### config.mk
export PLATFORM = sky130hd
export DESIGN_NAME = tw_table_writer
export DESIGN_NICKNAME = d
export VERILOG_FILES = /design/src/rtl/tw_pkg.sv /design/src/rtl/cordic_rot_iter.sv /design/src/rtl/tw_table_writer.sv
export SDC_FILE = /design/constraint.sdc
export NUM_CORES = 1
export LEC_CHECK = 0
export ABC_AREA = 1
export BUFFER_PORTS_ARGS = -buffer_cell sky130_fd_sc_hd__clkbuf_2
export CORE_UTILIZATION = 62
export DETAILED_ROUTE_END_ITERATION = 8
export GPL_TIMING_DRIVEN = 0
export PLACE_DENSITY = 0.84
export SLEW_MARGIN = 5
export SYNTH_ARGS = -nofsm -noshare
export SYNTH_HDL_FRONTEND = slang
export SYNTH_HIERARCHICAL = 1
export SYNTH_SLANG_ARGS = --single-unit
export TNS_END_PERCENT = 50
### constraint.sdc
create_clock -name clk -period 10.7 [get_ports clk]
set_input_delay 1.605 -clock clk [delete_from_list [all_inputs] [get_ports clk]]
set_output_delay 1.605 -clock clk [all_outputs]
set_load 0.01 [all_outputs]
### src/rtl/tw_pkg.sv
// tw_pkg: shared constants and types for the twiddle table writer.
// Binary angle format is 16 bits with pi/2 == 2^14.
package tw_pkg;

  localparam int ANG_W = 16;

  localparam real CORDIC_K = 0.6072529;

  localparam logic [15:0] ATAN_TAB [0:15] = '{
    16'd8192, 16'd4836, 16'd2555, 16'd1297,
    16'd651,  16'd326,  16'd163,  16'd81,
    16'd41,   16'd20,   16'd10,   16'd5,
    16'd3,    16'd1,    16'd1,    16'd0
  };

  typedef enum logic [2:0] {
    ST_IDLE,
    ST_LOAD,
    ST_ROT,
    ST_WRITE,
    ST_DONE
  } tw_state_e;

  // Initial CORDIC x: gain-compensated 1.0 with 4 guard bits
  function automatic int cordic_x0(input int w);
    return $rtoi(CORDIC_K * (2.0 ** (w + 2)) + 0.5);
  endfunction

endpackage

### src/rtl/cordic_rot_iter.sv
// cordic_rot_iter: x/y/z CORDIC state, one micro-rotation per cycle.
// Next-state values are exported so the last rotation can be captured.
module cordic_rot_iter
  import tw_pkg::*;
#(
  parameter int DW = 18,
  parameter int ZW = 18
) (
  input  logic                 clk,
  input  logic                 rst_n,
  input  logic                 load_i,
  input  logic                 rot_i,
  input  logic [3:0]           iter_i,
  input  logic signed [DW-1:0] x0_i,
  input  logic signed [ZW-1:0] z0_i,
  output logic signed [DW-1:0] x_nxt_o,
  output logic signed [DW-1:0] y_nxt_o
);

  logic signed [DW-1:0] x_q, x_d;
  logic signed [DW-1:0] y_q, y_d;
  logic signed [ZW-1:0] z_q, z_d;
  logic signed [ZW-1:0] at;

  // Micro-rotation; direction follows the sign of residual angle
  always_comb begin
    at = ZW'(ATAN_TAB[iter_i]);
    x_d = x_q;
    y_d = y_q;
    z_d = z_q;
    if (z_q[ZW-1]) begin
      x_d = x_q + (y_q >>> iter_i);
      y_d = y_q - (x_q >>> iter_i);
      z_d = z_q + at;
    end else begin
      x_d = x_q - (y_q >>> iter_i);
      y_d = y_q + (x_q >>> iter_i);
      z_d = z_q - at;
    end
  end

  // Datapath registers: load a new entry or apply one rotation
  always_ff @(posedge clk or negedge rst_n) begin
    if (!rst_n) begin
      x_q <= '0;
      y_q <= '0;
      z_q <= '0;
    end else if (load_i) begin
      x_q <= x0_i;
      y_q <= '0;
      z_q <= z0_i;
    end else if (rot_i) begin
      x_q <= x_d;
      y_q <= y_d;
      z_q <= z_d;
    end
  end

  assign x_nxt_o = x_d;
  assign y_nxt_o = y_d;

endmodule

### src/rtl/tw_table_writer.sv
// tw_table_writer: CORDIC twiddle generator writing one FFT stage table.
// Entry k holds cos/-sin of pi*k/N, N = 2^(stage_FFT-1).
module tw_table_writer
  import tw_pkg::*;
#(
  parameter int stage_FFT      = 6,
  parameter int word_length_tw = 14,
  parameter int ITER           = 14
) (
  input  logic                             clk,
  input  logic                             rst_n,
  input  logic                             start,
  output logic                             busy,
  output logic                             done,
  output logic                             wr_en,
  output logic [stage_FFT-2:0]             wr_addr,
  output logic signed [word_length_tw-1:0] wr_cos,
  output logic signed [word_length_tw-1:0] wr_sin
);

  localparam int AW = stage_FFT - 1;
  localparam int W  = word_length_tw;
  localparam int DW = W + 4;
  localparam int ZW = ANG_W + 2;

  localparam logic signed [DW-1:0] ONE  = DW'(1 << (W - 2));
  localparam logic signed [DW-1:0] HALF = DW'(8);
  localparam logic signed [DW-1:0] X0   = DW'(cordic_x0(W));
  localparam logic [3:0]           ITER_LAST = 4'(ITER - 1);
  localparam logic [AW-1:0]        K_LAST = '1;

  tw_state_e state_q, state_d;
  logic [AW-1:0] k_q, k_d;
  logic [3:0]    iter_q, iter_d;
  logic          load, rot;

  logic          busy_q, done_q, wr_en_q;
  logic [AW-1:0] wr_addr_q;
  logic signed [W-1:0] wr_cos_q, wr_sin_q;
  logic signed [W-1:0] cos_d, sin_d;

  logic [ANG_W-2:0]     ang;
  logic                 fold, byp;
  logic signed [ZW-1:0] z0;
  logic signed [DW-1:0] x_nxt, y_nxt;
  logic signed [DW-1:0] xr, yr, c_v, s_v;

  assign ang  = (ANG_W-1)'(k_q) << (15 - AW);
  assign fold = ang[ANG_W-2];
  assign byp  = (ang[ANG_W-3:0] == '0);
  assign z0   = ZW'(ang[ANG_W-3:0]);

  cordic_rot_iter #(
    .DW(DW),
    .ZW(ZW)
  ) u_rot (
    .clk    (clk),
    .rst_n  (rst_n),
    .load_i (load),
    .rot_i  (rot),
    .iter_i (iter_q),
    .x0_i   (X0),
    .z0_i   (z0),
    .x_nxt_o(x_nxt),
    .y_nxt_o(y_nxt)
  );

  function automatic logic signed [DW-1:0] sat(
    input logic signed [DW-1:0] v
  );
    if (v > ONE) return ONE;
    if (v < -ONE) return -ONE;
    return v;
  endfunction

  // Round, axis bypass, quadrant unfold, negate sin, saturate
  always_comb begin
    xr = (x_nxt + HALF) >>> 4;
    yr = (y_nxt + HALF) >>> 4;
    if (byp) begin
      xr = ONE;
      yr = '0;
    end
    if (fold) begin
      c_v = -yr;
      s_v = xr;
    end else begin
      c_v = xr;
      s_v = yr;
    end
    s_v = -s_v;
    cos_d = W'(sat(c_v));
    sin_d = W'(sat(s_v));
  end

  // Sequencer: next state, entry and iteration counters
  always_comb begin
    state_d = state_q;
    k_d = k_q;
    iter_d = iter_q;
    load = 1'b0;
    rot = 1'b0;
    unique case (state_q)
      ST_IDLE: begin
        k_d = '0;
        if (start) state_d = ST_LOAD;
      end
      ST_LOAD: begin
        load = 1'b1;
        iter_d = '0;
        state_d = ST_ROT;
      end
      ST_ROT: begin
        rot = 1'b1;
        iter_d = iter_q + 4'd1;
        if (iter_q == ITER_LAST) state_d = ST_WRITE;
      end
      ST_WRITE: begin
        if (k_q == K_LAST) begin
          state_d = ST_DONE;
        end else begin
          k_d = k_q + 1'b1;
          state_d = ST_LOAD;
        end
      end
      ST_DONE: begin
        k_d = '0;
        state_d = ST_IDLE;
      end
      default: state_d = ST_IDLE;
    endcase
  end

  // Sequencer registers
  always_ff @(posedge clk or negedge rst_n) begin
    if (!rst_n) begin
      state_q <= ST_IDLE;
      k_q <= '0;
      iter_q <= '0;
    end else begin
      state_q <= state_d;
      k_q <= k_d;
      iter_q <= iter_d;
    end
  end

  // Registered status and write port
  always_ff @(posedge clk or negedge rst_n) begin
    if (!rst_n) begin
      busy_q <= 1'b0;
      done_q <= 1'b0;
      wr_en_q <= 1'b0;
      wr_addr_q <= '0;
      wr_cos_q <= '0;
      wr_sin_q <= '0;
    end else begin
      busy_q <= (state_d != ST_IDLE);
      done_q <= (state_d == ST_DONE);
      wr_en_q <= (state_d == ST_WRITE);
      if (state_d == ST_WRITE) begin
        wr_addr_q <= k_q;
        wr_cos_q <= cos_d;
        wr_sin_q <= sin_d;
      end
    end
  end

  assign busy    = busy_q;
  assign done    = done_q;
  assign wr_en   = wr_en_q;
  assign wr_addr = wr_addr_q;
  assign wr_cos  = wr_cos_q;
  assign wr_sin  = wr_sin_q;

endmodule

[After elaboration in Yosys (flattened, before gate mapping)]
Memory sizes are Yosys's and may differ from the RTL's.
Index checks and enable logic that the tools add are counted.
Widths: inputs -> output; s select.
Cells by class
  multiplexer cells: 38
  bitwise gates (word level): 1
  equal/unequal tests: 9
  div/mod/pow operators: 0
  multiply operators: 0
  add/sub/neg operators: 12
  shift operators: 2
  magnitude comparators: 5
  reductions and logical operators: 8
Operators by type and width (number)
  $mux 18: 13
  $mux 14: 8
  $add 18x18->18: 2
  $add 18x5->18 const B: 2
  $gt 18x14->1 const B: 2
  $lt 18x13->1 const B: 2
  $neg 18->18: 2
  $sshr 18x4->18: 2
  $sub 18x18->18: 2
  $mux 16: 2
  $add 18x17->18: 1
  $sub 18x17->18: 1
  $logic_not 14->1: 1
  $pmux 3 s4: 1
  $pmux 5 s2: 1
  $eq 3x2->1 const B: 3
  $mux 3: 3
  $mux 1: 8
  $pmux 4 s2: 1
  $eq 3x3->1 const B: 2
  $reduce_bool 2->1: 3
  $add 5x1->5 const B: 1
  $eq 5x5->1 const B: 1
  $ge 5x5->1 const B: 1
  other kinds (10): 10
Word-level totals
  word-level logic and storage cells: 88
  memory bits (read-only): 256
  latch bits: 0
  bits in registers: 102
  output and inout bits: 36
  memory bits (writable): 0
  memories: 1
Memories
  (no name shown): words 16, bits a word 16, rd ports 1, clocked after Yosys merged registers in 0, write ports 0, line cordic_rot_iter.sv:27  | at = ZW'(ATAN_TAB[iter_i]);

[Logic depth before layout (Yosys ltp)]
  word-level depth: 12
  depth in mapped cells: 45

[By module]
Netlist, hierarchy kept.
By module, submodules not included
  cordic_rot_iter: area each 7713.6 um^2, times used 1, cells an instance 1256
  tw_table_writer: area each 4227.8 um^2, times used 1, cells an instance 673

[Least setup slack after synthesis]
No wires, ideal clock.
  path kind: reg-to-reg
  start: reg iter_q[0]
  end: reg wr_sin_q[2] (netlist: wr_sin[2])
  cell stages (with the launch flop): 37
  data arrival time: 4861 ps
  path slack: 5723 ps
  setup time: 116 ps
  buffers on the path: 4
  path through: dfrtp_1 buf_6 buf_6 buf_6 nand2_2 nand3_1 nand3_1 nand3_1 nand2_1 ha_1 inv_1 o21ai_0 fa_1 nor3_1 nor2_1 o21ai_0 a31oi_1 o21ai_0 nand2_1 nand3_1 and2_1 nand2_1 nor2_1 nand4_1 nand3_1 nand2_1 nand2_1 nand2_1 nor2_1 nand3_1 nand2_1 inv_1 a21oi_1 nand2_1 buf_4 nand2_1 nand2_1
Between the ends
  longest elaborated chain between the ends: 12
  elaborated cells between the ends (all ways): 26
Ends and longest elaborated chain
  start: declaration: line tw_table_writer.sv:34  | logic [3:0] iter_q, iter_d;
  start signal: assignment: line tw_table_writer.sv:143  | iter_q <= iter_d;
  $sshr 18x4->18 *: line cordic_rot_iter.sv:33, cordic_rot_iter.sv:37
  $add 18x18->18 or $sub 18x18->18 (tied branches): line cordic_rot_iter.sv:37, cordic_rot_iter.sv:33
  $mux 18 *: line cordic_rot_iter.sv:31  | if (z_q[ZW-1]) begin
  net y_nxt[14]: line tw_table_writer.sv:45  | logic signed [DW-1:0] x_nxt, y_nxt;
  $add 18x5->18 *: line tw_table_writer.sv:79  | yr = (y_nxt + HALF) >>> 4;
  $mux 18 *: line tw_table_writer.sv:80  | if (byp) begin
  $mux 18 *: line tw_table_writer.sv:84  | if (fold) begin
  $neg 18->18 *: line tw_table_writer.sv:91  | s_v = -s_v;
  $lt 18x13->1: line tw_table_writer.sv:72  | if (v < -ONE) return -ONE;
  $mux 1 (2 in series): line tw_table_writer.sv:72
  $mux 14: line tw_table_writer.sv:73  | return v;
  $mux 14 *: line tw_table_writer.sv:72
  end signal: assignment: line tw_table_writer.sv:163  | wr_sin_q <= sin_d;
  end: declaration: line tw_table_writer.sv:39  | logic signed [W-1:0] wr_cos_q, wr_sin_q;
The timed path passes the listed nets; every way through them passes the cells marked *. The select of a mux whose other input is x is not followed.
A chain may end at the register's enable or synchronous reset.

[Final worst setup path]
  start: reg iter_q[1]
  end: reg wr_sin_q[6] (netlist: wr_sin[6])
The elaborated chain is that of the path after synthesis.

==> impl_metrics.py <==
metrics = {
    "routing": {
        "wl_per_cell_um": 17.5,
        "drc": 0,
        "ant_nets": 0,
        "drtIter0Drc": 1377,
        "wirelength_um": 39300,
        "dr.pass1.iters": 8,
        "routed-via-count": 13400,
        "avgViaCountPerCell": 5.95,
    },
    "global_route": {
        "grt_usage_pct": 40.4,
        "grt_antenna_before_repair": 0,
        "gr-total-overflow": 0,
        "grt_start_max_net_pins": 103,
        "grt_pass1_wl_um": 62800,
        "grt_pass1_vias": 12400,
    },
    "layout": {
        "diodes": 0,
        "area_growth_pct": 7.67,
        "final_common_cell": "nand2_1",
        "drive_gt1_share_pct": 10.2,
        "finalNetCount": 2083,
        "mostFrequentLayoutCells": "nand2_1, nand3_1, inv_1",
    },
    "cts": {
        "cts.path.max_buffers": 2,
        "cts_setup_buffers": 0,
        "cts_tree": "built",
        "clkLatencyLatePin_ps": 370,
        "cts.sinks": 102,
        "ctsResizeCount": 0,
        "clkTransAtPathRegs_ps": 90,
        "cts_hold_buffers": 0,
        "clockRootBuffer": "clkbuf_16",
        "cts_buffers": 9,
        "htree_levels": 3,
    },
    "power": {
        "p_leak_nw": 7.00,
        "ir_drop_v": 0.000107,
        "power.density_mw_per_mm2": 90.1,
        "p_clk_share_pct": 30.3,
        "power.share.combinational_pct": 29.8,
        "p_switching_uw": 440,
        "switching_share_pct": 38.0,
        "seq_power_share_pct": 39.9,
        "p_int_uw": 718,
    },
    "timing": {
        "hold_violations": 0,
        "period_minus_slack_ps": 6620,
        "worst_pin_slew_ps": 871,
        "relSlewSlack_pct": 42.0,
        "finalCritPeriodShare_pct": 61.9,
        "setup_ws_ps": 4080,
        "tns_ps": 0,
        "drv_slew": 0,
        "worst_clock_skew_ps": 17.5,
        "setup_viol": 0,
        "rsz0062_at_grt": "no",
        "fmax_mhz": 151,
    },
    "floorplanning": {
        "start_util_pct": 63.6,
        "die_x_um": 141,
        "ios": 39,
        "row_count": 50,
        "core_area_mm2": 0.0188,
        "die_y_um": 141,
        "die-area_mm2": 0.0198,
    },
    "setup_path": {
        "cpPeakStageDelay_ps": 550,
        "cpMostUsedCell": "nand2_1",
        "cp_slowest_cell": "dfrtp_1",
        "crit_type": "register to register",
        "path_max_fanout": 10,
        "critical_path_required_ps": 11010,
        "start_kind": "register",
        "end_kind": "register",
        "cp.arrival_ps": 6940,
    },
    "yosys": {
        "syn_inst": 1927,
        "synth_area_per_cell_um2": 6.19,
        "netlist_area_mm2": 0.0119,
        "ys_warn_count": 6,
    },
    "placed_design": {
        "io_buffers": 38,
        "gp_congestion": 1.05,
        "dp_slack_ps": 4330,
        "dp_hpwl_um": 31200,
    },
    "worst_hold_path": {
        "hold_class": "register to register",
    },
    "run": {
        "drv_cap": 0,
    },
    "run_status": {
        "outcome": "finished, final reports clean",
    },
}
power groups by stage:
stage / clock network, mW / logic [mW] / registers, mW
after CTS: 0.355 / 0.340 / 0.461
after global placement: 0 / 0.329 / 0.467
after detailed placement: 0 / 0.338 / 0.468
after global routing: 0.369 / 0.384 / 0.465
after floorplan: 0 / 0.211 / 0.483
final: 0.351 / 0.346 / 0.462
state kept, by name, indices dropped and copies added (netlist names), 3 cells and up:
name / flops
u_rot/z_q: 18
wr_addr: 5
u_rot/y_q: 18
state_q: 3
wr_sin: 14
u_rot/x_q: 18
iter_q: 4
k_q: 5
wr_cos: 14
worst max-delay path: cells and delay by family, from the launching register on:
kind	cells	cell delay, ps
AOI/OAI and AO/OA	5	1250
adders and majority gates	2	810
buffers and inverters	5	600
DFF	1	550
and+or+nand+nor	23	3400
metal layers:
metal / vias up / share of wire [%] / global-route usage [%] / wire length, µm
met5: - / 0 / 0 / 0
met4: 0 / 4.6 / 18.9 / 1800
met3: 125 / 9.8 / 7.88 / 3870
met2: 660 / 43 / 62.1 / 17000
met1: 6132 / 42 / 54.8 / 16700
li1: 6440 / - / - / -
per-stage QoR:
stage          std cells  cell area, µm²  power, mW  util, %  hold slack, ps
2_1_floorplan       1957           12000      0.695        -             455
3_3_place_gp        2229           12500      0.795     66.8             461
3_5_place_dp        2229           12500      0.806     66.8             466
4_1_cts             2245           12800       1.16     68.5             489
5_1_grt             2245           12800       1.22     68.5             500
6_report            2245           12800       1.16     68.5             485
worst paths after layout:
| path | startpoint | end | slack, ps | cells past startpoint |
|---|---|---|---|---|
| worst min register to register | wr_sin[0]$_DFFE_PN0P_ | wr_sin[0]$_DFFE_PN0P_ | 490 | 2 |
| worst max register to register | iter_q[1]$_DFFE_PN0P_ | wr_sin[6]$_DFFE_PN0P_ | 4080 | 35 |
| min in group asynchronous | rst_n | u_rot/y_q[14]$_DFFE_PN0P_ | 1300 | 1 |
| worst min-delay path | wr_sin[0]$_DFFE_PN0P_ | wr_sin[0]$_DFFE_PN0P_ | 490 | 2 |
| max in group asynchronous | rst_n | u_rot/z_q[10]$_DFFE_PN0P_ | 8760 | 1 |
| worst max-delay path | iter_q[1]$_DFFE_PN0P_ | wr_sin[6]$_DFFE_PN0P_ | 4080 | 35 |
final cells by class:
| type | instances | area [µm²] |
|---|---|---|
| multi-input cells | 1589 | 8360 |
| clock inverters | 7 | 86.3 |
| fillers | 1650 | 5920 |
| repair buffers | 38 | 199 |
| clock buffers | 9 | 225 |
| flip-flops and latches | 102 | 2550 |
| inverters | 197 | 744 |
| plain buffers | 69 | 389 |
| well taps | 234 | 293 |
(Power assumes the default switching activity.)
